===== src/rtl/ball_frame_i2c_sender.sv =====
// Frame sequencer for the ball hand-off link: snapshots ball state on a trigger and drives a
// byte-level I2C master through START, address, 5 payload bytes and STOP, with NACK retry.
module ball_frame_i2c_sender #(
  parameter logic [6:0]  SLV_ADDR  = 7'h6C,
  parameter int unsigned MAX_RETRY = 2,
  parameter int unsigned N_BYTES   = 5
) (
  input  logic       clk,
  input  logic       reset,
  input  logic       ball_send_trigger,
  input  logic [9:0] ball_y,
  input  logic [7:0] ball_vy,
  input  logic [1:0] gravity_counter,
  input  logic       is_collusion,
  input  logic       ready,
  input  logic       tx_done,
  input  logic       nack,
  output logic       i2c_en,
  output logic       start,
  output logic       stop,
  output logic [7:0] tx_data,
  output logic       is_transfer,
  output logic       frame_done,
  output logic       frame_err
);

  localparam int               IDX_W       = $clog2(N_BYTES);
  localparam logic [IDX_W-1:0] LAST_IDX    = IDX_W'(N_BYTES - 1);
  localparam logic [2:0]       RETRY_LIMIT = 3'(MAX_RETRY);
  localparam logic [7:0]       ADDR_BYTE   = {SLV_ADDR, 1'b0};

  typedef enum logic [2:0] {
    IDLE, CMD_ADDR, WAIT_ADDR, CMD_DATA, WAIT_DATA, CMD_STOP, WAIT_STOP, NACK_STOP
  } state_t;

  state_t           state_q, state_d;
  logic [IDX_W-1:0] byte_idx_q, byte_idx_d;
  logic [2:0]       retry_cnt_q, retry_cnt_d;
  logic             pending_q, pending_d;
  logic             is_transfer_q, is_transfer_d;
  logic             frame_err_q, frame_err_d;
  logic [9:0]       snap_y_q, snap_y_d;
  logic [7:0]       snap_vy_q, snap_vy_d;
  logic [1:0]       snap_grav_q, snap_grav_d;
  logic             snap_coll_q, snap_coll_d;
  logic [7:0]       payload_byte;

  always_ff @(posedge clk) begin
    if (reset) begin
      state_q       <= IDLE;
      byte_idx_q    <= '0;
      retry_cnt_q   <= 3'd0;
      pending_q     <= 1'b0;
      is_transfer_q <= 1'b0;
      frame_err_q   <= 1'b0;
      snap_y_q      <= 10'd0;
      snap_vy_q     <= 8'd0;
      snap_grav_q   <= 2'd0;
      snap_coll_q   <= 1'b0;
    end else begin
      state_q       <= state_d;
      byte_idx_q    <= byte_idx_d;
      retry_cnt_q   <= retry_cnt_d;
      pending_q     <= pending_d;
      is_transfer_q <= is_transfer_d;
      frame_err_q   <= frame_err_d;
      snap_y_q      <= snap_y_d;
      snap_vy_q     <= snap_vy_d;
      snap_grav_q   <= snap_grav_d;
      snap_coll_q   <= snap_coll_d;
    end
  end

  // Register layout expected by the peer's 5-register slave receiver.
  always_comb begin
    payload_byte = {7'b0, snap_coll_q};
    case (int'(byte_idx_q))
      0:       payload_byte = snap_y_q[7:0];
      1:       payload_byte = {6'b0, snap_y_q[9:8]};
      2:       payload_byte = snap_vy_q;
      3:       payload_byte = {6'b0, snap_grav_q};
      default: ;
    endcase
  end

  always_comb begin
    state_d       = state_q;
    byte_idx_d    = byte_idx_q;
    retry_cnt_d   = retry_cnt_q;
    pending_d     = pending_q | (ball_send_trigger & is_transfer_q);
    is_transfer_d = is_transfer_q;
    frame_err_d   = frame_err_q;
    snap_y_d      = snap_y_q;
    snap_vy_d     = snap_vy_q;
    snap_grav_d   = snap_grav_q;
    snap_coll_d   = snap_coll_q;
    i2c_en        = 1'b0;
    start         = 1'b0;
    stop          = 1'b0;
    tx_data       = 8'h00;
    frame_done    = 1'b0;

    case (state_q)
      IDLE: begin
        if (ball_send_trigger || pending_q) begin
          snap_y_d      = ball_y;
          snap_vy_d     = ball_vy;
          snap_grav_d   = gravity_counter;
          snap_coll_d   = is_collusion;
          pending_d     = 1'b0;
          is_transfer_d = 1'b1;
          frame_err_d   = 1'b0;
          byte_idx_d    = '0;
          retry_cnt_d   = 3'd0;
          state_d       = CMD_ADDR;
        end
      end
      CMD_ADDR: begin
        tx_data = ADDR_BYTE;
        if (ready) begin
          i2c_en  = 1'b1;
          start   = 1'b1;
          state_d = WAIT_ADDR;
        end
      end
      WAIT_ADDR: begin
        tx_data = ADDR_BYTE;
        if (tx_done) state_d = nack ? NACK_STOP : CMD_DATA;
      end
      CMD_DATA: begin
        tx_data = payload_byte;
        if (ready) begin
          i2c_en  = 1'b1;
          state_d = WAIT_DATA;
        end
      end
      WAIT_DATA: begin
        tx_data = payload_byte;
        if (tx_done) begin
          if (nack) begin
            state_d = NACK_STOP;
          end else if (byte_idx_q == LAST_IDX) begin
            state_d = CMD_STOP;
          end else begin
            byte_idx_d = byte_idx_q + IDX_W'(1);
            state_d    = CMD_DATA;
          end
        end
      end
      CMD_STOP: begin
        if (ready) begin
          i2c_en  = 1'b1;
          stop    = 1'b1;
          state_d = WAIT_STOP;
        end
      end
      // The master drops ready right after accepting STOP, so ready here means STOP is on the wire.
      WAIT_STOP: begin
        if (ready) begin
          frame_done    = 1'b1;
          is_transfer_d = 1'b0;
          retry_cnt_d   = 3'd0;
          state_d       = IDLE;
        end
      end
      NACK_STOP: begin
        if (ready) begin
          i2c_en = 1'b1;
          stop   = 1'b1;
          if (retry_cnt_q < RETRY_LIMIT) begin
            retry_cnt_d = retry_cnt_q + 3'd1;
            byte_idx_d  = '0;
            state_d     = CMD_ADDR;
          end else begin
            frame_err_d   = 1'b1;
            is_transfer_d = 1'b0;
            retry_cnt_d   = 3'd0;
            state_d       = IDLE;
          end
        end
      end
      default: state_d = IDLE;
    endcase
  end

  assign is_transfer = is_transfer_q;
  assign frame_err   = frame_err_q;

endmodule


===== config.mk =====
export PLATFORM = sky130hd
export DESIGN_NAME = ball_frame_i2c_sender
export DESIGN_NICKNAME = d
export VERILOG_FILES = /design/src/rtl/ball_frame_i2c_sender.sv
export SDC_FILE = /design/constraint.sdc
export NUM_CORES = 1
export LEC_CHECK = 0
export CAP_MARGIN = 10
export CORE_MARGIN = 10
export CORE_UTILIZATION = 40
export CTS_CLUSTER_DIAMETER = 150
export DETAILED_ROUTE_END_ITERATION = 16
export GPL_TIMING_DRIVEN = 0
export PLACE_DENSITY = 0.76
export SYNTH_ARGS = -nofsm -noshare
export SYNTH_HDL_FRONTEND = slang
export SYNTH_SLANG_ARGS = --single-unit

===== constraint.sdc =====
create_clock -name clk -period 3.1 [get_ports clk]
set_clock_uncertainty 0.2 [all_clocks]
set_input_delay 0.465 -clock clk [delete_from_list [all_inputs] [get_ports clk]]
set_output_delay 0.465 -clock clk [all_outputs]
set_load 0.05 [all_outputs]

# Word-level counts from Yosys, hierarchy flattened
# Cells that the tools add are included.
[totals]
register_bits = 33
out_inout_bits = 14
elab_cells = 95
[classes]
add_sub_neg = 2
magnitude_cmp = 1
n_eq_ne = 23
mux = 41
bitwise = 2
n_reduce_logical = 16
[op_table]
columns = ["cell", "n"]
rows = [
  ["2-to-1 mux 3 bit", 19],
  ["case mux 8 bit (4 select lines)", 1],
  ["!= test 2 bit, second input constant", 12],
  ["case mux 3 bit (8 select lines)", 1],
  ["case mux 3 bit (3 select lines)", 2],
  ["case mux 8 bit (2 select lines)", 1],
  ["equality test 3 bit, second input constant", 5],
  ["2-to-1 mux 1 bit", 15],
  ["equality test 3 x 2 -> 1 bit, second input constant", 4],
  ["AND reduction 4 bit", 2],
  ["AND reduction 8 bit", 1],
  ["AND reduction 7 bit", 1],
  ["adder 3 x 1 -> 3 bit, second input constant", 2],
  ["equality test 3 x 1 -> 1 bit, second input constant", 2],
  ["zero test 3 bit", 2],
  ["nonzero test 3 bit", 2],
  ["OR reduction 2 bit", 3],
  ["AND reduction 5 bit", 1],
  ["OR reduction 4 bit", 1],
  ["less-than comparator 3 x 2 -> 1 bit, second input constant", 1],
  ["case mux 1 bit (3 select lines)", 1],
  ["case mux 1 bit (2 select lines)", 1],
  ["AND reduction 2 bit", 1],
  ["nonzero test 2 bit", 1],
  ["3 further kinds", 3],
]

# Logic depth before layout (Yosys ltp)
[logic_depth]
word_depth = 5
depth_mapped = 7
mapped_depth_nobuf = 6

# Worst setup path before layout
# Ideal clock, no wire load.
[synth_timing]
path_kind = "reg-to-output"
from = "register state_q[1]"
to = "output tx_data[2]"
t_arrival_ns = 2.442
required_ns = 2.435
setup_slack_ns = -0.007
path_stages_with_launch = 6
path_buffers = 2
cell_sequence = "dfxtp_1 > buf_6 > buf_2 > nor3b_1 > a21oi_1 > nor4_1"
[synth_via]
elab_chain_len = 3
elab_cells_between_ends = 7
[synth_lines]
columns = ["item", "line_no", "source"]
rows = [
  ["start, declared", "36", "state_t state_q, state_d;"],
  ["start signal, assigned", "61", "state_q <= state_d;"],
  ["equality test 3 bit, or another cell as far along", "103", "case (state_q)"],
  ["OR reduction 2 bit (no source line)", "--", ""],
  ["case mux 8 bit (2 select lines) (*)", "103", ""],
  ["end, declared", "21", "output logic [7:0] tx_data,"],
]
# Mark *: on every way between the ends. The rest lies on a longest branch, timed or not.

# Worst setup path in the final report
[layout_timing]
from = "register state_q[2]"
to = "output tx_data[2]"
# The elaborated chain is that of the path after synthesis.

==> summary.md <==
| Metric | Value |
|---|---|
| Status | `finished, final reports clean` |
| Clock latency on the worst-skew pair | `roughly 0.28 ns` |
| CTS tree | `done` |
| Drt via density | `between 5 and 6` |
| Syn nets | `about 260` |
| Critical Path Start Type | `flop` |
| Standard-cell rows | `24` |
| Initial antenna violation count | `0` |
| Chip height | `a little under 90 um` |
| RSZ-0062 raised after global routing | `no` |
| Syn avg cell area | `7.95 sq um` |
| Post-synthesis cell count | `231` |
| Drt pass-1 iters | `4` |
| Post-synth ARST share | `0%` |
| Compound-Gate Fraction of Synth Area | `22.7%` |
| Flops & latches, synth | `33` |
| Commonest non-fill, non-tap cell in the layout | `nand2_1` |
| WHS | `0.258 ns` |
| Die width | `between 80 and 90 um` |
| Grt ovf | `0` |
| Final setup violating endpoints | `0` |
| DP HPWL | `approximately 3600 um` |
| Pwr Density | `803 mW/mm^2` |
| Global-route wire length before repair | `around 8000 um` |
| Final wirelength | `roughly 4800 um` |
| Vias in the first global route | `roughly 1,700` |
| GPL Wtd Cong | `0.793` |
| Final nets | `around 310` |
| Critical Path AT | `around 2.2 ns` |
| Final worst-path cycle share | `roughly 93%` |
| Die area | `0.00770 sq mm` |
| CP max FO | `10` |
| Crit path largest cell delay | `0.57 ns` |
| Maximum clock frequency | `roughly 350 MHz` |
| Ys flop type | `dfxtp_1` |
| H-tree depth | `2` |
| CTS Buffer Depth | `2` |
| CP max stage cell | `dlygate4sd2_1` |
| Hold_buf cts | `0` |
| ANT nets after route | `0` |
| Top Layer Used | `met4` |
| Final hold vios | `0` |
| Largest net degree at the start of global routing | `11` |
| Port-buffer cells | `40` |
| Synth-to-Final Area Change | `31.6%` |
| Largest family of logic cells by synthesized area | `simple AND/OR/NAND/NOR gates` |
| EDFF count, synth | `0` |
| DRT met1 WL | `~2200 um` |
| Register area share after synthesis | `between 30% and 40%` |
| Antenna cells | `0` |
| CTS Root Cell | `clkbuf_8` |
| Metal2 WL | `approximately 2200 um` |
| Starting density of the core | `41.6%` |
| Clk sinks | `33` |
| Crit-path cells | `buf_4 -> nor3b_1 -> a21oi_1 -> nor4_1 -> dlygate4sd2_1` |
| Via count | `between 1,500 and 2,000` |
| Adder-Cell Fraction of Synth Area | `under 10%` |
| Post-Synth XOR/XNOR Area | `0%` |
| CP Class | `reg2out` |
| Max-slew headroom | `66.0%` |
| Leak Pwr | `0.945 nW` |
| DRC | `0` |
| Hold crit path type | `reg2reg` |
| Crit end category | `output port` |
| Simple-Gate Fraction of Synth Area | `around 28%` |
| CTS Buf Count | `5` |
| Metal3 WL | `293 um` |
| Ys Warns | `0` |
| Tot GR Track Use | `12.7%` |
| Post-route cell area | `0.00242 sq mm` |
| Max_cap viols | `0` |
| Io pins | `41` |
| DR iter-0 viols | `148` |
| Most frequent cells in the layout | `54 x nand2_1, 33 x dfxtp_1, 32 x clkdlybuf4s50_1, 31 x a21oi_1, 12 x nor2_1` |
| Least-Margin Pin Slew | `a little over 0.5 ns` |
| Wire length per cell | `~14 um` |
| Max-slew violation count | `0` |
| Total core area | `roughly 0.0044 sq mm` |
| Syn Std Cell Area | `about 0.0018 sq mm` |
| Fin crit period | `2.87 ns` |
| Post-synthesis mux area share | `approximately 2.8%` |
| Ratio of cells with drive above 1 in the final layout | `11.5%` |
| Reg clk slew, reported paths | `around 0.07 ns` |
| Worst EP required | `approximately 2.4 ns` |
| Peak VDD IR | `between 0.0004 and 0.0005 V` |
| Setup Buffers After CTS | `0` |
| Post-DP Area | `between 0.002 and 0.0025 sq mm` |
| Synth unique cells | `between 40 and 50` |
kinds of logic (layout without fill, tap and decap cells):
| family | count (synthesis) | after routing |
|---|---|---|
| AO/OA/AOI/OAI | 63 | 63 |
| buffers and inverters | 20 | 68 |
| flip-flops | 33 | 33 |
| adder cells (fa/ha/maj) | 6 | 6 |
| multiplexers | 5 | 5 |
| AND/OR/NAND/NOR | 104 | 104 |
repair_timing:
action                     CTS  global route
hold endpoints to repair     0             0
setup endpoints to repair    8             4
resized for setup            9             6
worst paths after layout:
check,slack (ns),to,start,cells after the start
hold / removal,0.26,snap_y_q[4],snap_y_q[4],2
setup / recovery,0.23,tx_data[2],state_q[2],5
setup reg to reg,1.25,state_q[1],byte_idx_q[0],7
hold reg to reg,0.26,snap_y_q[4],snap_y_q[4],2
flip-flops by register name (all words and copies together) (netlist names):
signal	cells
byte_idx_q	3
frame_err	1
is_transfer	1
pending_q	1
retry_cnt_q	3
snap_coll_q	1
snap_grav_q	2
snap_vy_q	8
snap_y_q	10
state_q	3
cells in the mapped netlist (2+ instances only):
cell type  number  area share, %
or3_1           2           0.68
o21a_1          2           0.82
ha_1            6            4.1
nor2b_1         5            1.7
nand2_1        54             11
buf_6           4            2.5
o21ai_0         3           0.82
a22oi_1         2           0.82
clkbuf_1        3           0.61
and2_1          2           0.68
a21o_1          2           0.82
buf_4           2           0.82
o21ai_1         5            1.4
inv_1           3           0.61
and3_1          3            1.0
nand2b_1        2           0.68
a21oi_1        31            8.4
mux2i_1         4            2.2
nor3_1          5            1.4
dfxtp_1        33             36
buf_2           7            1.9
a222oi_1        2            1.1
a22o_1          4            1.9
a311o_1         3            1.6
nor4_1          4            1.4
nor2_1         12            2.5
nand3_1         4            1.1
through the flow:
stage / worst slack, ns / std cells / TNS, ns / utilization [%] / power (mW)
floorplan: -0.00695 / 231 / -0.0139 / - / 1.28
global placement: 0.0957 / 323 / 0 / 52.2 / 1.54
detailed placement: 0.0876 / 323 / 0 / 52.2 / 1.55
CTS: 0.0787 / 331 / 0 / 54.7 / 1.95
global route: 0.0145 / 331 / 0 / 54.8 / 2.06
finish: 0.227 / 331 / 0 / 54.8 / 1.94
power breakdown:
group / switching (mW) / leakage (nW) / internal [mW]
clock: 0.159 / 0.0585 / 0.262
combinational: 0.590 / 0.617 / 0.362
sequential: 0.0566 / 0.270 / 0.512
total: 0.806 / 0.945 / 1.14
critical path: cells and delay by family (launching register included):
kind / cells / cell delay [ns]
compound gates: 1 / 0.14
buf+inv: 2 / 0.79
flops: 1 / 0.44
simple gates: 2 / 0.56
per-layer routing:
layer	vias to the layer above	global-route usage [%]
li1	904	-
met1	817	16.8
met2	49	19.1
met3	7	2.79
met4	0	5.65
met5	-	0
cell type report:
cell class	instances	area [sq um]
Clock inverter	1	30.0
Sequential cell	33	661
Clock buffer	7	86.3
Buffer	17	110
Timing Repair Buffer	40	384
Tap cell	52	65.1
Multi-Input combinational cell	178	1070
Inverter	3	11.3
Fill cell	413	2000
(Power assumes the default switching activity.)
